File: src/rtl/odo_div_pkg.sv
// Shared definitions for the odd-ratio divider control slice: widths,
// reset ratio, controller state encoding and the ratio legality rule.
package odo_div_pkg;

  localparam int W         = 4;
  localparam int MIN_RATIO = 3;
  localparam int RATIO_RST = 9;

  typedef enum logic [2:0] {
    IDLE,
    ERR,
    WAIT_WRAP,
    SETTLE,
    DONE
  } odo_div_ctrl_state_t;

  // Only odd ratios of at least MIN_RATIO give a symmetric odd-divide output.
  function automatic logic ratio_legal(input logic [31:0] r);
    return r[0] && (r >= 32'(MIN_RATIO));
  endfunction

endpackage

File: src/rtl/odo_div_phase_cnt.sv
// Mirror of the divider's internal count: runs 0..ratio-1, flags the wrap
// cycle, and clears on the same load edge that the divider sees.
module odo_div_phase_cnt #(
  parameter int W = odo_div_pkg::W
) (
  input  logic         clk,
  input  logic         rst,
  input  logic [W-1:0] ratio,
  input  logic         load,
  output logic [W-1:0] phase,
  output logic         wrap
);

  assign wrap = (phase == ratio - 1'b1);

  // NOTE: clocked state is updated with <= so every flop samples pre-edge values.
  always_ff @(posedge clk or posedge rst) begin
    if (rst) begin
      phase <= '0;
    end else if (load || wrap) begin
      phase <= '0;
    end else begin
      phase <= phase + 1'b1;
    end
  end

endmodule

File: src/rtl/odo_div_ratio_ctrl.sv
// Run-time ratio controller: accepts ratio requests, rejects illegal ones,
// swaps the divider ratio only on a wrap boundary, then waits to settle.
module odo_div_ratio_ctrl
  import odo_div_pkg::*;
#(
  parameter int W              = odo_div_pkg::W,
  parameter int RATIO_RST      = odo_div_pkg::RATIO_RST,
  parameter int SETTLE_PERIODS = 2
) (
  input  logic         clk,
  input  logic         rst,
  input  logic         req_valid,
  input  logic [W-1:0] req_ratio,
  output logic         req_ready,
  output logic         rsp_done,
  output logic         rsp_err,
  output logic         busy,
  output logic [W-1:0] div_ratio,
  output logic [W-1:0] div_phase,
  output logic         div_load
);

  // The counter only needs to reach SETTLE_PERIODS-1; the final wrap exits.
  localparam int SW = (SETTLE_PERIODS < 2) ? 1 : $clog2(SETTLE_PERIODS);
  localparam logic [SW-1:0] SETTLE_LAST = SW'(SETTLE_PERIODS - 1);

  odo_div_ctrl_state_t state, state_nxt;
  logic [W-1:0]        pend_ratio;
  logic [SW-1:0]       settle_cnt;
  logic                wrap;

  odo_div_phase_cnt #(.W(W)) u_phase (
    .clk   (clk),
    .rst   (rst),
    .ratio (div_ratio),
    .load  (div_load),
    .phase (div_phase),
    .wrap  (wrap)
  );

  // Outputs decode from state and wrap only; inputs reach next-state logic alone.
  always_comb begin
    // NOTE: every signal gets a default first so no path leaves it unassigned (no latches).
    state_nxt = state;
    req_ready = 1'b0;
    busy      = 1'b1;
    rsp_done  = 1'b0;
    rsp_err   = 1'b0;
    div_load  = 1'b0;
    unique case (state)
      IDLE: begin
        req_ready = 1'b1;
        busy      = 1'b0;
        if (req_valid) begin
          if (!ratio_legal(32'(req_ratio)))  state_nxt = ERR;
          else if (req_ratio == div_ratio)   state_nxt = DONE;
          else                               state_nxt = WAIT_WRAP;
        end
      end
      ERR: begin
        rsp_err   = 1'b1;
        state_nxt = IDLE;
      end
      WAIT_WRAP: begin
        if (wrap) begin
          div_load  = 1'b1;
          state_nxt = SETTLE;
        end
      end
      SETTLE: begin
        if (wrap && settle_cnt == SETTLE_LAST) state_nxt = DONE;
      end
      DONE: begin
        rsp_done  = 1'b1;
        state_nxt = IDLE;
      end
      default: state_nxt = IDLE;
    endcase
  end

  always_ff @(posedge clk or posedge rst) begin
    if (rst) begin
      state      <= IDLE;
      pend_ratio <= '0;
      div_ratio  <= W'(RATIO_RST);
      settle_cnt <= '0;
    end else begin
      state <= state_nxt;
      if (req_valid && req_ready) pend_ratio <= req_ratio;
      if (div_load) begin
        div_ratio  <= pend_ratio;
        settle_cnt <= '0;
      end else if (state == SETTLE && wrap) begin
        settle_cnt <= settle_cnt + 1'b1;
      end
    end
  end

endmodule
File: config.mk
export PLATFORM = sky130hd
export DESIGN_NAME = odo_div_ratio_ctrl
export DESIGN_NICKNAME = d
export VERILOG_FILES = /design/src/rtl/odo_div_pkg.sv /design/src/rtl/odo_div_phase_cnt.sv /design/src/rtl/odo_div_ratio_ctrl.sv
export SDC_FILE = /design/constraint.sdc
export NUM_CORES = 1
export LEC_CHECK = 0
export ABC_AREA = 1
export CORE_UTILIZATION = 50
export DETAILED_ROUTE_END_ITERATION = 12
export PLACE_DENSITY = 0.76
export SLEW_MARGIN = 25
export SYNTH_ARGS = -nofsm -noshare
export SYNTH_HDL_FRONTEND = slang
export SYNTH_SLANG_ARGS = --single-unit
File: constraint.sdc
create_clock -name clk -period 2.4 [get_ports clk]
set_input_delay 0.48 -clock clk [delete_from_list [all_inputs] [get_ports clk]]
set_output_delay 0.48 -clock clk [all_outputs]
set_load 0.02 [all_outputs]
# Yosys cells after proc, flatten, opt, wreduce, memory -nomap -nowiden
# Cells that the tools add are included.
# classes
add_sub_neg	3
order_cmp	1
n_eq_ne	9
n_mux	15
reduce_logical	8
# ops
op	count
2-to-1 mux 3 bit	5
case mux 3 bit (3 select lines)	1
equality test 4 bit	2
2-to-1 mux 1 bit	8
equality test 3 x 2 -> 1 bit (second input constant)	2
adder 4 x 1 -> 4 bit (second input constant)	1
>= comparator 4 x 2 -> 1 bit (second input constant)	1
logical AND 1 bit	4
2-to-1 mux 4 bit	1
inequality test 2 bit (second input constant)	2
subtractor 4 x 1 -> 4 bit (second input constant)	1
equality test 3 x 1 -> 1 bit (second input constant)	1
equality test 3 bit (second input constant)	1
logical NOT 3 bit	1
AND reduction 3 bit	1
inequality test 2 x 1 -> 1 bit (second input constant)	1
nonzero test 2 bit	1
adder 1 bit (second input constant)	1
logical OR 1 bit	1
# word_totals
register_bits	16
in_bits	7
out_inout_bits	13

# Logic depth before layout (Yosys ltp)
# Gate-level depths: netlist of run 1.
# logic_depth
word_depth	6
ltp_mapped	10
depth_no_buf	10

# Modules after synthesis
# A second synthesis of run 1 with hierarchy kept.
# unflattened
hier_cells	138
hier_area_um2	969.7
# by_module_without_submodules
module	instances	cells_per_inst	area_each_um2
odo_div_ratio_ctrl	1	92	646.9
odo_div_phase_cnt	1	46	322.8

# Least setup slack after synthesis of run 1
# No wires, ideal clock.
# synth_path
kind	register -> output
startpoint	reg div_ratio[0]
endpoint	out div_load
arrival_time_ns	1.590
t_required_ns	1.920
setup_slack_ns	0.330
stages_incl_launch_ff	8
path_cell_list	dfstp_2 inv_2 ha_1 nand2_1 nand2_1 nor2_4 nand4_4 nor2_4
# synth_between
elab_chain_len	4
# synth_lines
item	line	rtl
from (decl)	odo_div_ratio_ctrl.sv:18	output logic [W-1:0] div_ratio,
from (signal assigned)	odo_div_ratio_ctrl.sv:85	div_ratio <= W'(RATIO_RST);
from (signal assigned)	odo_div_ratio_ctrl.sv:91	div_ratio <= pend_ratio;
subtractor 4 x 1 -> 4 bit	odo_div_phase_cnt.sv:14	assign wrap = (phase == ratio - 1'b1);
equality test 4 bit	odo_div_phase_cnt.sv:14	
2-to-1 mux 1 bit	odo_div_ratio_ctrl.sv:65	if (wrap) begin
2-to-1 mux 1 bit	odo_div_ratio_ctrl.sv:50	unique case (state)
to (decl)	odo_div_ratio_ctrl.sv:20	output logic div_load
# No other way between the ends.

# Final worst setup path of run 1
# Ends and elaborated chain as after synthesis.

==> out/qor.yml, run 1 <==
status: "finished clean"
port_buffers: 19
maxCapViolCount: 0
syn_area_per_cell_um2: 7.74
die-area_um2: 2200
leakage_nw: 0.669
irDropWorstVdd_v: 0.000619
firstDrtPassIters: 4
cts-hold-fix-buffers: 0
root_buffer: "clkbuf_4"
drc_errors: 0
grt_overflow_total: 0
start_util_pct: 55.8
area_growth_pct: 30.0
setup_viol: 0
diodes: 0
cts_setup_buffers: 0
die_w_um: 46.9
postSynthCellCount: 130
slew_headroom_pct: 60.5
design_area_um2: 1310
r2r-end: "div_ratio[1]"
worstPathRequired_ns: 1.92
layout.nets: 167
rr_startpoint: "div_ratio[0]"
grt_use_total_pct: 21.5
pin_count: 20
num_rows: 15
min_path_type: "reg2reg"
wire_per_inst_um: 11.1
critical_path_class: "reg2out"
rsz0062_at_grt: "false"
grt_pass1_wl_um: 3330
core_area_um2: 1800
synth_seq_cells: 16
endpoint_kind: "primary output"
vias: 880
maxSlewViolCount: 0
cts_sinks: 16
hold_depth: 2
clk_pin_slew_ns: 0.10
place_congestion: 0.878
dpl_cell_area_um2: 1260
cts_buffers: 3
cpPeakStageDelay_ns: 0.55
routed_via_density: 4.84
synth_cell_types: 24
yosys_warnings: 0
ys_seq_area_share_pct: 40.0
crit_chain: "inv_2, ha_4, inv_1, nand2_1, nand2_1, nor2_4, nand4_4, nor2_4, buf_6"
grt_max_degree: 17
r2r_cells: 11
layout_common_cells: "nand2_1 (39), inv_1 (21), clkdlybuf4s50_1 (18)"
period_minus_slack_ns: 2.29
clock_latency_ns: 0.28
fp.dieH_um: 46.9
power_density_nw_per_um2: 1170
antenna_found_initial: 0
cts_tree: "yes"
slowest_stage: "dfstp_2"
crit_arrival_ns: 1.81
totalWireLength_um: 2020
fmax_ghz: 0.436
finalCritPeriodShare_pct: 95.6
ff2ff_setup_slack_ns: 0.69
syn-cell-area_um2: 1010
h-tree-depth: 1
drt_iter0_drc: 23
crit_fanout: 3
yosysTopAreaCell: "dfrtp_1"
drive_gt1_share_pct: 19.7
cp-start-kind: "register"
critPathCapture: "div_load"
synth_nets: 139
holdWs_ns: 0.477
hold_viol: 0
grt_pass1_vias: 787
synth_area_leaders: "dfrtp_1 (35%), nand2_1 (15%), inv_1 (7.8%)"
drtAntennaViolNets: 0
skew_ns: 0.00612
netlist.area_leader.share_pct: 34.8
dp.final_hpwl_um: 1660
cts_buffer_depth: 2
final_common_cell: "nand2_1"
max_slew.worst_pin.slew_ns: 0.591
worstSetupStartpoint: "div_ratio[0]"
-- sequential cells by signal (all words and copies together), names as in the netlist --
| name | count |
|---|---|
| div_ratio | 4 |
| pend_ratio | 4 |
| u_phase.phase | 4 |
| state | 3 |
| settle_cnt | 1 |
-- logic make-up after synthesis --
family,Yosys count,synth area share (%)
AOI/OAI and AO/OA,7,4.23
and+or+nand+nor,72,36.9
buffers and inverters,26,9.70
xor gates and xnor gates,5,4.35
adders and majority gates,2,2.49
DFF,16,40.1
muxes,2,2.24
-- synth_stat cells --
library cell,n
nand2_4,2
nand4_4,1
inv_1,21
xor2_1,1
mux2_1,2
nor3_1,4
a21oi_1,1
o22ai_1,1
nor2_1,8
ha_1,2
o31ai_1,1
nand4_1,3
nand2_1,39
xnor2_1,4
nor2_4,3
nand3_2,2
and2_4,1
dfstp_2,2
dfrtp_1,14
o21ai_0,3
nand2_2,4
inv_2,5
o21ai_2,1
nand3_1,5
-- critical path: cells and delay by family (launching register included) --
| family | cells | cell delay (ns) |
|---|---|---|
| adders and majority gates | 1 | 0.25 |
| buffers and inverters | 3 | 0.20 |
| DFF | 1 | 0.55 |
| and+or+nand+nor | 5 | 0.52 |
-- final cells by class --
type	count	area, um2
multi-input cells	88	518
fillers	151	494
clock buffers	4	36.3
flip-flops and latches	16	403
well taps	25	31.3
inverters	26	97.6
repair buffers	23	221
-- routing by layer --
layer / global-route usage [%] / vias up / share of wire, %
met3: 2.31 / 2 / 4.4
met2: 34.7 / 25 / 48
met1: 31.2 / 401 / 47
met4: 5.14 / 0 / 0.69
met5: 0 / - / 0
li1: - / 452 / -
-- worst min path at each step --
stage | start | to
2_1_floorplan | rst | div_ratio[1]
3_3_place_gp | pend_ratio[1] | div_ratio[1]
3_5_place_dp | pend_ratio[2] | div_ratio[2]
4_1_cts | pend_ratio[0] | div_ratio[0]
5_1_grt | pend_ratio[0] | div_ratio[0]
6_report | pend_ratio[2] | div_ratio[2]
-- where the power goes --
| group | internal [mW] | total [mW] | switching, mW |
|---|---|---|---|
| clock network | 0.0921 | 0.174 | 0.0820 |
| logic | 0.368 | 0.891 | 0.523 |
| registers | 0.374 | 0.463 | 0.0894 |
| total | 0.834 | 1.53 | 0.694 |
-- per-stage QoR --
| step | total power [mW] | setup WS (ns) | TNS (ns) | utilization (%) | cells |
|---|---|---|---|---|---|
| 2_1_floorplan | 1.08 | 0.330 | 0 | - | 130 |
| 3_3_place_gp | 1.32 | -0.0549 | -0.0549 | 69.8 | 178 |
| 3_5_place_dp | 1.34 | -0.0947 | -0.0947 | 69.8 | 178 |
| 4_1_cts | 1.52 | 0.0155 | 0 | 71.5 | 182 |
| 5_1_grt | 1.66 | 0.0231 | 0 | 72.6 | 182 |
| 6_report | 1.53 | 0.106 | 0 | 72.6 | 182 |
-- what timing repair did --
| action | 4_1_cts | 5_1_grt |
|---|---|---|
| resized for setup | 4 | 3 |
| hold endpoints to repair | 0 | 0 |
| setup endpoints to repair | 1 | 1 |
| pin swaps | 0 | 3 |
| cloned | 0 | 0 |
(Power assumes the default switching activity.)
==> inputs of run 2 (changes only) <==
--- a/config.mk
+++ b/config.mk
@@ -8,6 +8,7 @@
 export ABC_AREA = 1
 export CORE_UTILIZATION = 50
 export DETAILED_ROUTE_END_ITERATION = 12
+export GPL_TIMING_DRIVEN = 0
 export PLACE_DENSITY = 0.76
 export SLEW_MARGIN = 25
 export SYNTH_ARGS = -nofsm -noshare
==> out/qor.yml, run 2 (synthesized netlist as in run 1, its figures left out) <==
seq_power_share_pct: 31.4
grt_pass1_wl_um: 3510
share_comb_of_total_power_pct: 58.4
slew_headroom_pct: 59.1
skew_ns: 0.00131
setup_viol: 0
drc_errors: 0
crit_arrival_ns: 1.84
grtUsageMet1_pct: 29.4
port_buffers: 19
firstDrtPassIters: 4
path_buf_inv: 3
critical_path_class: "reg2out"
cpPeakStageDelay_ns: 0.55
vias: 888
worstPathRequired_ns: 1.92
cp-start-kind: "register"
cp_top_family: "flip-flops"
die-area_um2: 2200
grt-busiest-layer: "met2"
wire_per_inst_um: 11.5
reg_top3: "div_ratio: 4 flops, pend_ratio: 4 flops, u_phase.phase: 4 flops"
drtAntennaViolNets: 0
endpoint_kind: "primary output"
maxCapViolCount: 0
p_int_uw: 803
power.share.clock_pct: 10.2
antenna_found_initial: 0
maxSlewViolCount: 0
min_path_type: "reg2reg"
pin_count: 20
totalWireLength_um: 2090
die_w_um: 46.9
layout_common_cells: "nand2_1 (38), inv_1 (21), clkdlybuf4s50_1 (18)"
grt_util_met3_pct: 2.31
cts_buffer_depth: 2
p_sw_uw: 707
leakage_nw: 0.658
met2_usage_pct: 39.7
pre_cts_slack_ns: -0.287
final_util_pct: 71.8
slowest_stage: "dfstp_2"
diodes: 0
fp.dieH_um: 46.9
hold_viol: 0
start_util_pct: 55.8
finalCritPeriodShare_pct: 96.7
cts_buffers: 3
crit_fanout: 3
grt_pass1_vias: 857
irDropWorstVdd_v: 0.000639
final.fill_count: 156
grt_max_degree: 17
h-tree-depth: 1
max_slew.worst_pin.slew_ns: 0.613
drive_gt1_share_pct: 19.9
final_common_cell: "nand2_1"
switching_share_pct: 46.8
cts_tree: "yes"
num_rows: 15
holdWs_ns: 0.481
period_minus_slack_ns: 2.32
clk_pin_slew_ns: 0.09
status: "finished clean"
rsz0062_at_grt: "false"
area_growth_pct: 28.6
dp.final_hpwl_um: 1630
setup_slack_ns: 0.0780
drt_iter0_drc: 17
crit_chain: "inv_2, ha_4, inv_1, nand2_1, nand2_2, nor2_4, nand4_4, nor2_4, buf_6"
power_density_nw_per_um2: 1170
cpMostUsedCell: "nor2_4"
clock_latency_ns: 0.29
root_buffer: "clkbuf_4"
grt_overflow_total: 0
core_area_um2: 1800
place_congestion: 0.918
grt_use_total_pct: 22.9
cts-hold-fix-buffers: 0
fmax_ghz: 0.431
cts_sinks: 16
layout.nets: 166
routed_via_density: 4.91
run 2: repair_timing:
| action | CTS | global route |
|---|---|---|
| resized for setup | 6 | 3 |
| setup endpoints to repair | 1 | 1 |
| pin swaps | 2 | 3 |
| setup buffers | 2 | 1 |
run 2: final timing paths:
| check | start | endpoint | slack, ns | cells after the start |
|---|---|---|---|---|
| min in group asynchronous | rst | pend_ratio[1] | 0.55 | 2 |
| worst max register to register | div_ratio[0] | div_ratio[1] | 0.59 | 12 |
| worst min register to register | pend_ratio[2] | div_ratio[2] | 0.48 | 2 |
| worst min-delay path | pend_ratio[2] | div_ratio[2] | 0.48 | 2 |
| max in group asynchronous | rst | div_ratio[1] | 1.42 | 2 |
| worst max-delay path | div_ratio[0] | div_load | 0.08 | 9 |
run 2: stage by stage:
step	total power [mW]	area (um2)	std cells	TNS, ns
floorplan	1.08	1010	130	0
detailed placement	1.31	1230	174	-0.287
global placement	1.28	1230	174	-0.258
finish	1.51	1290	181	0
global route	1.63	1290	181	0
CTS	1.48	1270	180	0
run 2: layout make-up:
type / count / area [um2] / share of cell area, %
well taps: 25 / 31.3 / 2.42
flip-flops and latches: 16 / 404 / 31.2
clock buffers: 4 / 26.3 / 2.03
inverters: 26 / 97.6 / 7.54
repair buffers: 22 / 214 / 16.5
multi-input cells: 88 / 520 / 40.2
run 2: layer usage:
metal  share of wire, %  vias to the layer above
li1                   -                      455
met1                 48                      410
met2                 47                       19
met3                3.3                        4
met4                1.6                        0
met5                  0                        -
run 2: power by group through the flow:
stage	clock network, mW	logic (mW)	registers, mW
CTS	0.154	0.853	0.472
global placement	0	0.798	0.482
floorplan	0	0.582	0.496
global route	0.162	0.983	0.487
detailed placement	0	0.828	0.487
finish	0.153	0.881	0.474
run 2: tightest hold or removal path: stages (launching register included):
cell and delay, ns:
dfrtp_1 0.35, nand2_1 0.06, nand2_1 0.05
